File: src/rtl/queue_server.sv
// Consumer end of the ticket queue: fetches the head entry, counts its service time down on tick, pulses done.
// Optional build macro SERVER_PAUSE_EN adds a `pause` input that freezes SERVE and holds IDLE.
module queue_server #(
  parameter int DT_SZ = 4,
  parameter int CNT_W = 8
) (
  input  logic             clk,
  input  logic             rst_n,
`ifdef SERVER_PAUSE_EN
  input  logic             pause,
`endif
  input  logic             empty,
  input  logic [DT_SZ-1:0] qn,
  input  logic [DT_SZ-1:0] qt,
  input  logic             tick,
  output logic             re,
  output logic             busy,
  output logic [DT_SZ-1:0] cur_num,
  output logic [DT_SZ-1:0] remain,
  output logic             done,
  output logic [CNT_W-1:0] served_cnt
);

  typedef enum logic [1:0] {IDLE, FETCH, SERVE, DONE} state_t;

  state_t state_reg;
  logic   freeze;

`ifdef SERVER_PAUSE_EN
  assign freeze = pause;
`else
  assign freeze = 1'b0;
`endif

  // Outputs are registered alongside the state so each reflects the state being entered.
  always_ff @(posedge clk or negedge rst_n) begin
    if (!rst_n) begin
      state_reg  <= IDLE;
      re         <= 1'b0;
      busy       <= 1'b0;
      done       <= 1'b0;
      cur_num    <= '0;
      remain     <= '0;
      served_cnt <= '0;
    end else begin
      re   <= 1'b0;
      done <= 1'b0;
      case (state_reg)
        IDLE: begin
          if (!empty && !freeze) begin
            state_reg <= FETCH;
            re        <= 1'b1;
            busy      <= 1'b1;
          end
        end
        FETCH: begin
          cur_num <= qn;
          remain  <= qt;
          if (qt == '0) begin
            state_reg <= DONE;
            done      <= 1'b1;
          end else begin
            state_reg <= SERVE;
          end
        end
        SERVE: begin
          if (tick && !freeze) begin
            remain <= remain - DT_SZ'(1);
            if (remain == DT_SZ'(1)) begin
              state_reg <= DONE;
              done      <= 1'b1;
            end
          end
        end
        DONE: begin
          served_cnt <= served_cnt + CNT_W'(1);
          busy       <= 1'b0;
          state_reg  <= IDLE;
        end
        default: begin
          state_reg <= IDLE;
          busy      <= 1'b0;
        end
      endcase
    end
  end

endmodule
File: config.mk
export PLATFORM = sky130hd
export DESIGN_NAME = queue_server
export DESIGN_NICKNAME = d
export VERILOG_FILES = /design/src/rtl/queue_server.sv
export SDC_FILE = /design/constraint.sdc
export NUM_CORES = 1
export LEC_CHECK = 0
export ABC_AREA = 1
export ABC_CLOCK_PERIOD_IN_PS = 1300
export CORE_AREA = 2 2 54 56
export CTS_CLUSTER_SIZE = 10
export DETAILED_ROUTE_END_ITERATION = 6
export DIE_AREA = 0 0 56 58
export GPL_TIMING_DRIVEN = 0
export PLACE_DENSITY_LB_ADDON = 0.2
export SETUP_SLACK_MARGIN = 0.1
export SLEW_MARGIN = 20
export SYNTH_ARGS = -nofsm -noshare
export SYNTH_HDL_FRONTEND = slang
export SYNTH_SLANG_ARGS = --single-unit
export TNS_END_PERCENT = 5
File: constraint.sdc
create_clock -name clk -period 1.3 [get_ports clk]
set_input_delay 0.325 -clock clk [delete_from_list [all_inputs] [get_ports clk]]
set_output_delay 0.325 -clock clk [all_outputs]
set_load 0.01 [all_outputs]
## After elaboration in Yosys (flattened, before gate mapping)

Cells that the tools add are included.
Widths: inputs -> output; s select.

| word-level totals | value |
|---|---|
| flip-flop bits (word level) | 21 |
| input port bits | 12 |
| output and inout port bits | 19 |
| logic and storage cells | 38 |

| cells by class | value |
|---|---|
| add/sub/neg operators | 2 |
| eq/ne operators | 7 |
| muxes and demuxes | 15 |
| reductions and logical operators | 7 |

Operators by type and width:

| kind | number |
|---|---|
| $add 8x1->8 const B | 1 |
| $pmux 2 s4 | 1 |
| $pmux 4 s2 | 1 |
| $mux 1 | 7 |
| $mux 2 | 3 |
| $ne 2x2->1 const B | 3 |
| $eq 2x2->1 const B | 2 |
| $eq 4x1->1 const B | 1 |
| $logic_not 4->1 | 1 |
| $mux 4 | 1 |
| $pmux 1 s2 | 2 |
| $reduce_and 2->1 | 2 |
| $reduce_bool 2->1 | 2 |
| $sub 4x1->4 const B | 1 |
| $reduce_and 3->1 | 1 |
| $eq 2x1->1 const B | 1 |
| $logic_not 2->1 | 1 |

## Logic depth before layout (Yosys ltp)

| depth | value |
|---|---|
| depth after elaboration | 4 |
| depth in mapped cells | 10 |

## Worst setup path after synthesis

OpenSTA, ideal clock, no wires.

| timing path | value |
|---|---|
| path kind | reg-to-reg |
| start point | register state_reg[0] |
| end point | register remain[3] |
| setup time | 65 ps |
| arrival | 1,206 ps |
| required time | 1,235 ps |
| path slack | 29 ps |
| stages on the path, launching flop included | 11 |
| buffers on the path | 1 |
| path through | dfrtp_1 -> inv_1 -> ha_1 -> buf_6 -> inv_2 -> nand2_1 -> nand2_2 -> inv_1 -> nor2_1 -> nand2_1 -> nand2_1 |

| on the way | value |
|---|---|
| longest elaborated chain between the ends | 3 |
| elaborated cells on any way between the ends | 6 |
| classes of those cells | 3 x eq/ne; 1 x mux; 2 x reduce/logical |

RTL lines:

| item | line | text |
|---|---|---|
| from (decl) | 26 | `state_t state_reg;` |
| from (signal assigned) | 38 | `state_reg <= IDLE;` |
| from (signal assigned) | 51 | `state_reg <= FETCH;` |
| from (signal assigned) | 60 | `state_reg <= DONE;` |
| $eq 2x2->1 / $eq 2x1->1 (equally long branches) | 48 | `case (state_reg)` |
| $ne 2x2->1 (no source line) / $reduce_bool 2->1 (equally long branches) | n/a |  |
| $reduce_and 2->1 (no source line) | n/a |  |
| to (signal assigned) | 58 | `remain <= qt;` |
| to (signal assigned) | 68 | `remain <= remain - DT_SZ'(1);` |
| to (decl) | 19 | `output logic [DT_SZ-1:0] remain,` |

Parallel ways exist; a longest one is shown, timed or not.
A chain may end at the register's enable or synchronous reset.

## Worst setup path after layout

| timing path | value |
|---|---|
| start point | register state_reg[0] |
| end point | register served_cnt[4] |

| on the way | value |
|---|---|
| longest elaborated chain between the ends | 1 |

RTL lines:

| item | line | text |
|---|---|---|
| $eq 2x2->1 | 48 |  |
| to (signal assigned) | 76 | `served_cnt <= served_cnt + CNT_W'(1);` |
| to (decl) | 21 | `output logic [CNT_W-1:0] served_cnt` |

Every way passes these cells.

==> flow_summary.toml <==
[global_route]
gr-total-overflow = 0
grt_pass1_wl_mm = 4.02
track_usage_pct = 15.6
antenna_found_initial = 0
grt_pass1_vias = 974
grt_max_degree = 22

[sta]
hold_viol_final = 0
tightest_slew_ps = 925
finClkSkew_ps = 5.65
slew_headroom_pct = 38.3
whs_ps = 129
period_needed_ps = 1250
drv_slew = 0
setup_viol_count_final = 0
finalCritPeriodShare_pct = 96.2
fmax_mhz = 800
rsz0062_at_grt = "true"
tns_ps = 0

[drt]
drc = 0
vias = 1006
firstDrtPassIters = 4
wl_per_cell_um = 11.6
wl_mm = 2.43
drt_first_iter_violations = 17
ant_nets = 0
drt-vias-per-instance = 4.81

[worst_setup_path]
r2r_end = "served_cnt[4]"
required_ps = 1510
cpPeakStageDelay_ps = 460
reg2reg_slack_ps = 50
crit_path_start_kind = "flip-flop"
cp.arrival_ps = 1460
r2r_start = "state_reg[0]"
setup.worst_path.start = "state_reg[0]"
timing_worst_setup_path_type = "flip-flop to flip-flop"
cpMaxStageDelayCell = "dfrtp_2"
crit_chain = "buf_6 -> ha_4 -> nand2_4 -> nor2_4 -> buf_4 -> a21oi_2 -> a21oi_1"
critPathMaxFanout = 4
end_kind = "flip-flop"
cp-endpoint = "served_cnt[4]"
reg2regPathDepth = 7

[yosys]
synth_top_area_cell = "dfrtp_1"
synth-seq-cells = 21
synth_fp_nets = 147
synthCells = 127
avgSynthCellArea_um2 = 8.49
synth_top_cells_by_area = "dfrtp_1, nand2_1, ha_1, inv_1, nand3_1"
ys_seq_area_share_pct = 48.7
ys_types = 19
yosys_warnings = 0
syn_area_um2 = 1080
netlist.area_leader.share_pct = 48.7

[place]
hpwl_mm = 1.66
placed_area_um2 = 1430
gp_congestion = 0.821
io_buffer_count = 30

[clock_network]
cts_htree_levels = 1
cts-root-buf = "clkbuf_4"
cts_buffers = 3
clock_sinks = 21
cts_hold_buf = 0
clockBufferDepth = 2
clock_latency_ps = 300
cts_tree = "done"
path_clk_slew_ps = 130

[pwr]
p_clk_share_pct = 9.3
p_comb_share_pct = 59.8
ir_drop_v = 0.00131
pwr-share-seq_pct = 30.9
p_sw_share_pct = 43.3
p_int_mw = 2.00
powerDensity_nw_per_um2 = 2220
power.switching_mw = 1.53
p_leak_nw = 0.853
finalPower_mw = 3.53

[die]
ios = 31
die_h_um = 58
core.rowCount = 19
die_w_um = 56
initial_utilization_pct = 40.5
core_um2 = 2660
die-area_um2 = 3250

[min_path]
min_path_type = "input port to asynchronous set/reset pin"

[final_layout]
design_area_um2 = 1590
nFillCells = 233
reg.largest.list = "served_cnt (8), cur_num (4), remain (4)"
largest_reg_flops = 8
final_util_pct = 59.8
fin_nets = 199
syn2layout_area_growth_pct = 47.6
drive_above_1_share_pct = 36.5
antenna_cells = 0
regMostFlops = "served_cnt"

[job]
maxCapViolCount = 0

[run_status]
outcome = "finished, final reports clean"
[metal layers]
metal	global-route usage, %	wire length [µm]	vias up
met5	0	0	-
met4	6.12	46	0
met3	2.90	110	6
met2	27.9	1230	25
met1	18.7	1040	475
li1	-	-	500
[Yosys cell counts]
master / count
inv_1: 17
a21oi_1: 3
o21bai_1: 1
nand2_2: 2
dfrtp_1: 21
o21ai_0: 4
buf_6: 1
xor2_1: 4
nor2_1: 9
a21boi_0: 1
nand3_1: 8
o22ai_1: 2
nor2_2: 2
ha_1: 8
inv_2: 1
xnor2_1: 2
nand2_1: 39
o211ai_1: 1
nand4_1: 1
[power groups by stage]
stage	Clock, mW	Sequential, mW	Combinational, mW
global placement	0	1.14	1.67
floorplan	0	1.23	0.923
CTS	0.339	1.07	2.05
detailed placement	0	1.15	1.73
finish	0.329	1.09	2.12
global route	0.369	1.14	2.38
[per-stage QoR]
| step | cells | worst slack [ps] |
|---|---|---|
| floorplan | 127 | 78.5 |
| global placement | 188 | -235 |
| detailed placement | 188 | -220 |
| CTS | 207 | 17.0 |
| global route | 209 | -28.8 |
| finish | 209 | 49.5 |
[cell usage in the layout (no fill, tap or decap), types with 4 or more instances in the layout]
master / Yosys / routed
inv_4: 0 / 4
buf_2: 0 / 9
dfrtp_1: 21 / 19
nor2_1: 9 / 7
nand2_1: 39 / 36
inv_1: 17 / 12
clkbuf_2: 0 / 9
clkdlybuf4s50_1: 0 / 10
buf_4: 0 / 17
ha_1: 8 / 4
xor2_1: 4 / 4
nand3_1: 8 / 7
[worst min-delay path by stage]
stage / from / end / slack [ps] / cells after the start
after global placement: cur_num[1] / cur_num[1] / 450 / 2
final: rst_n / served_cnt[7] / 130 / 1
after global routing: rst_n / served_cnt[3] / 190 / 1
after floorplan: rst_n / busy / 30 / 0
after CTS: cur_num[0] / cur_num[0] / 490 / 2
after detailed placement: cur_num[0] / cur_num[0] / 460 / 2
[logic make-up after synthesis]
kind of cell	after synthesis	synth area share (%)
AND/OR/NAND/NOR	61	23.3
adder cells (fa/ha/maj)	8	9.28
XOR/XNOR	6	4.87
buffers and inverters	19	7.31
AO/OA/AOI/OAI	12	6.50
flip-flops	21	48.7
[worst max-delay path, delay by kind of cell (launching register included)]
family          cells  cell delay (ps)
buf+inv             2              250
fa+ha+maj           1              170
compound gates      2              150
flops               1              460
simple gates        2              120
[area by class of cell]
| type | instances | area (µm²) | share of cell area, % |
|---|---|---|---|
| multi-input cells | 87 | 564 | 35.5 |
| flip-flops and latches | 21 | 528 | 33.2 |
| repair buffers | 48 | 353 | 22.2 |
| inverters | 18 | 77.6 | 4.87 |
| well taps | 31 | 38.8 | 2.44 |
| clock buffers | 3 | 22.5 | 1.42 |
| clock inverters | 1 | 7.51 | 0.472 |
[timing repair]
item | CTS | global route
setup endpoints to repair | 36 | 54
pin swaps | 4 | 10
gates cloned | 0 | 0
setup buffers | 15 | 3
resized for setup | 52 | 46
Note: power is estimated with default switching activity, not from simulation.
==> variant 1, RTL diff (config.mk and constraints unchanged) <==
Re-encode `state_t` (4 states) as one-hot, 4 bits wide.
--- a/src/rtl/queue_server.sv
+++ b/src/rtl/queue_server.sv
@@ -22,5 +22,5 @@
 );
 
-  typedef enum logic [1:0] {IDLE, FETCH, SERVE, DONE} state_t;
+  typedef enum logic [3:0] {IDLE = 4'b0001, FETCH = 4'b0010, SERVE = 4'b0100, DONE = 4'b1000} state_t;
 
   state_t state_reg;
Formal check against the unedited RTL: same outputs for any inputs over 10 cycles, from zero or initial values and one cycle with rst_n low; not proved beyond that.
==> variant 1 against the original RTL <==
- power shrank 29%
- final cell count up 3.3%
- die area stayed put
- non-clock buffer count is 4 lower
- cell area is 1.3% lower
- wire length decreased by 5.3%
- largest cell class is now sequential cells
- sequential cell count grew 2
- worst setup slack improved by 0.027 ns
- area after synthesis increased by 8.4%
==> variant 1: results (changes against the original RTL) <==
| Metric | Value |
|---|---|
| Routed vias | `1020 (was 1006)` |
| Largest net degree at the start of global routing | `24 (was 22)` |
| First-pass GRT wire length | `4090 microns (was 4020 microns)` |
| Signal buffers | `44 (was 48)` |
| Post-Route Utilization | `59.0% (was 59.8%)` |
| Postcts setup bufs | `11 (was 15)` |
| Crit-path max FO | `5 (was 4)` |
| R2r endpoint | `served_cnt[4] (unchanged)` |
| Crit path DAT | `1.44 ns (was 1.46 ns)` |
| Comb_multi_in | `89 (was 87)` |
| Post-synth top cells | `nand2_1 (37), inv_1 (23), dfrtp_1 (22), nand3_1 (8) (was nand2_1 (39), dfrtp_1 (21), inv_1 (17), nor2_1 (9))` |
| Gp weighted congestion | `0.696 (was 0.821)` |
| Area of the multi-input gates | `508 sq um (was 564 sq um)` |
| Least-Margin Pin Slew | `0.499 ns (was 0.925 ns)` |
| Clk cell area share | `1.75% (was 1.89%)` |
| R2R depth | `6 (was 7)` |
| Final Skew | `0.00802 ns (was 0.00565 ns)` |
| Clock share of power | `13.3% (was 9.3%)` |
| Comb pwr | `1.11 mW (was 2.12 mW)` |
| Comb pwr share | `44.3% (was 59.8%)` |
| Layout cells sized above 1 | `31.4% (was 36.5%)` |
| Finished Layout Cells | `216 (was 209)` |
| Detailed Place HPWL | `1690 microns (was 1660 microns)` |
| R2r startpoint | `state_reg[1] (was state_reg[0])` |
| Clock sink count | `23 (was 21)` |
| Distinct cells, synth | `23 (was 19)` |
| Tot GR Track Use | `15.9% (was 15.6%)` |
| Synth top area cells | `dfrtp_1 (47%), nand2_1 (12%), inv_1 (7.4%) (was dfrtp_1 (49%), nand2_1 (14%), ha_1 (9.3%))` |
| Initial DRC Count | `12 (was 17)` |
| Max VDD drop | `1.25 mV (was 1.31 mV)` |
| Final wirelength | `2300 microns (was 2430 microns)` |
| Data buffer area share | `20.5% (was 22.2%)` |
| Status | `complete, no violations (unchanged)` |
| Post-Syn Nets | `153 (was 147)` |
| Vias in the first global route | `1026 (was 974)` |
| Final worst slack | `0.0768 ns (was 0.0495 ns)` |
| Non-clk invs | `25 (was 18)` |
| Placed inst area | `1510 sq um (was 1430 sq um)` |
| DP Worst Slack | `-0.348 ns (was -0.220 ns)` |
## variant 1: changes by cell type after synthesis, moves of 2 or more
cell     change
a21oi_1      -2
ha_1         -5
inv_1        +6
nand2_1      -2
nand2_2      -2
nand2_4      +3
nor2_1       -3
nor2_4       +3
nor3_1       +2
o21ai_0      +3
o21ai_1      +7
## variant 1: cell families (layout without fill, tap and decap cells)
family,count (synthesis),in the layout,share of synthesized area (%)
flip-flops,23,23,49.4
adder cells (fa/ha/maj),3,3,3.21
AO/OA/AOI/OAI,16,16,6.96
XOR/XNOR,4,4,3.00
AND/OR/NAND/NOR,66,66,29.0
buffers and inverters,26,73,8.46
## variant 1: routing by layer
metal	wire (microns)	up-vias	track usage, %
met5	0	-	0
met1	936	470	17.5
li1	-	523	-
met2	1230	21	29.4
met4	39	0	7.14
met3	95	6	3.57
==> variant 2, RTL diff (same settings) <==
Without the edit above. `DT_SZ`: 4 -> 6.
--- a/src/rtl/queue_server.sv
+++ b/src/rtl/queue_server.sv
@@ -2,5 +2,5 @@
 // Optional build macro SERVER_PAUSE_EN adds a `pause` input that freezes SERVE and holds IDLE.
 module queue_server #(
-  parameter int DT_SZ = 4,
+  parameter int DT_SZ = 6,
   parameter int CNT_W = 8
 ) (
Interface: changed (resized cur_num, qn, qt and remain); port bits go from 31 to 39. The function was not compared with the original's and may differ.
==> variant 2 against the original RTL <==
- the run now ends with negative setup slack left
- power increased by 23%
- worst setup slack got worse by 0.13 ns
- hold slack improved by 0.35 ns
- cell area increased by 19%
- sequential cell count grew 4
- sequential power increased by 21%
- area after synthesis grew 23%
- core utilization increased by 11 points
- wire length increased by 27%
- critical path type unchanged
- largest power group unchanged
==> variant 2: results (changes against the original RTL) <==
| Metric | Value |
|---|---|
| Rel. slew slack | `63.8% (was 38.3%)` |
| Tot GR Track Use | `19.7% (was 15.6%)` |
| DP Worst Slack | `-0.171 ns (was -0.220 ns)` |
| Post-Syn Nets | `173 (was 147)` |
| Global-route track usage on met1 | `24.7% (was 18.7%)` |
| Gp weighted congestion | `0.813 (was 0.821)` |
| Synth top area cells | `dfrtp_1 (47%), nand2_1 (9.3%), ha_1 (7.5%) (was dfrtp_1 (49%), nand2_1 (14%), ha_1 (9.3%))` |
| Drt via density | `5.01 (was 4.81)` |
| LEAKAGE | `0.961 nW (was 0.853 nW)` |
| Final worst slack | `-0.0778 ns (was 0.0495 ns)` |
| R2R depth | `9 (was 7)` |
| Failing checks | `negative setup slack` |
| Worst min-delay path category | `reg -> reg (was in -> async)` |
| Setup Viol. Count Final | `13 (was 0)` |
| PortBufs | `38 (was 30)` |
| Status | `finished, violations left (was complete, no violations)` |
| Fillers | `214 (was 233)` |
| Post-synth top cells | `nand2_1 (33), dfrtp_1 (25), inv_1 (23), o21ai_0 (13), nand3_1 (11) (was nand2_1 (39), dfrtp_1 (21), inv_1 (17), nor2_1 (9))` |
| Biggest regs | `served_cnt (8), cur_num (6), remain (6) (was served_cnt (8), cur_num (4), remain (4))` |
| M2 GR Usage | `34.6% (was 27.9%)` |
| Sequential share of the synthesized area | `47.2% (was 48.7%)` |
| Area share of the largest cell type after synthesis | `47.2% (was 48.7%)` |
| Final wirelength | `3100 microns (was 2430 microns)` |
| Finished Layout Cells | `240 (was 209)` |
| R2r endpoint | `state_reg[0] (was served_cnt[4])` |
| First-pass GRT wire length | `4990 microns (was 4020 microns)` |
| Initial DRC Count | `21 (was 17)` |
| Max VDD drop | `1.57 mV (was 1.31 mV)` |
| Final Skew | `0.00431 ns (was 0.00565 ns)` |
| Synth-to-layout area growth | `42.4% (was 47.6%)` |
| Placed Cells | `218 (was 188)` |
| Setup TNS | `-0.647 ns (was 0 ns)` |
| Crit path DAT | `1.60 ns (was 1.46 ns)` |
| Clk_lat worst skew | `0.32 ns (was 0.30 ns)` |
| # nets final | `234 (was 199)` |
| Layout cells sized above 1 | `36.8% (was 36.5%)` |
| Vias in the first global route | `1159 (was 974)` |
| Metal2 WL | `1570 microns (was 1230 microns)` |
| Worst R2R Setup Slack | `-0.08 ns (was 0.05 ns)` |
| Detailed Place HPWL | `2150 microns (was 1660 microns)` |
| Largest net degree at the start of global routing | `26 (was 22)` |
| Syn Inst Count | `149 (was 127)` |
| DRT met1 WL | `1340 microns (was 1040 microns)` |
[variant 2: layout make-up]
class,instances,area share (%)
Clock buffer,3,1.19
Buffer,3,1.79
Tap cell,31,2.05
Multi-Input combinational cell,97,33.3
Sequential cell,25,33.3
Timing Repair Buffer,56,23.1
Clock inverter,1,0.265
Inverter,24,5.04
[variant 2: power groups by stage]
stage / Combinational (mW) / Sequential, mW / Clock [mW]
2_1_floorplan: 1.14 / 1.52 / 0
3_3_place_gp: 2.09 / 1.40 / 0
3_5_place_dp: 2.16 / 1.43 / 0
4_1_cts: 2.38 / 1.32 / 0.351
5_1_grt: 2.97 / 1.35 / 0.381
6_report: 2.69 / 1.32 / 0.345
[variant 2: timing repair]
action                                  in CTS  in global routing
buffers inserted                            14                  3
endpoints found under the setup margin      44                 42
hold endpoints to repair                    25                  0
hold buffers                                 1                  0
pin swaps                                    6                  5
resized for setup                          107                 14
[variant 2: how the worst max path moves through the flow]
| stage | cells past startpoint | end | from | slack (ns) |
|---|---|---|---|---|
| detailed placement | 9 | state_reg[0] | state_reg[0] | -0.17 |
| global placement | 1 | cur_num[4] | rst_n | -0.39 |
| global route | 7 | state_reg[1] | state_reg[0] | -0.15 |
| CTS | 9 | state_reg[0] | state_reg[0] | -0.09 |
| finish | 9 | state_reg[0] | state_reg[0] | -0.08 |
| floorplan | 9 | state_reg[0] | state_reg[0] | -0.005 |
[variant 2: kinds of logic after synthesis]
logic type	count (synthesis)	share of synthesized area (%)
AOI/OAI and AO/OA	16	6.32
xor gates and xnor gates	7	4.62
adders and majority gates	8	7.55
buffers and inverters	27	8.77
DFF	25	47.2
muxes	6	5.09
and+or+nand+nor	60	20.5
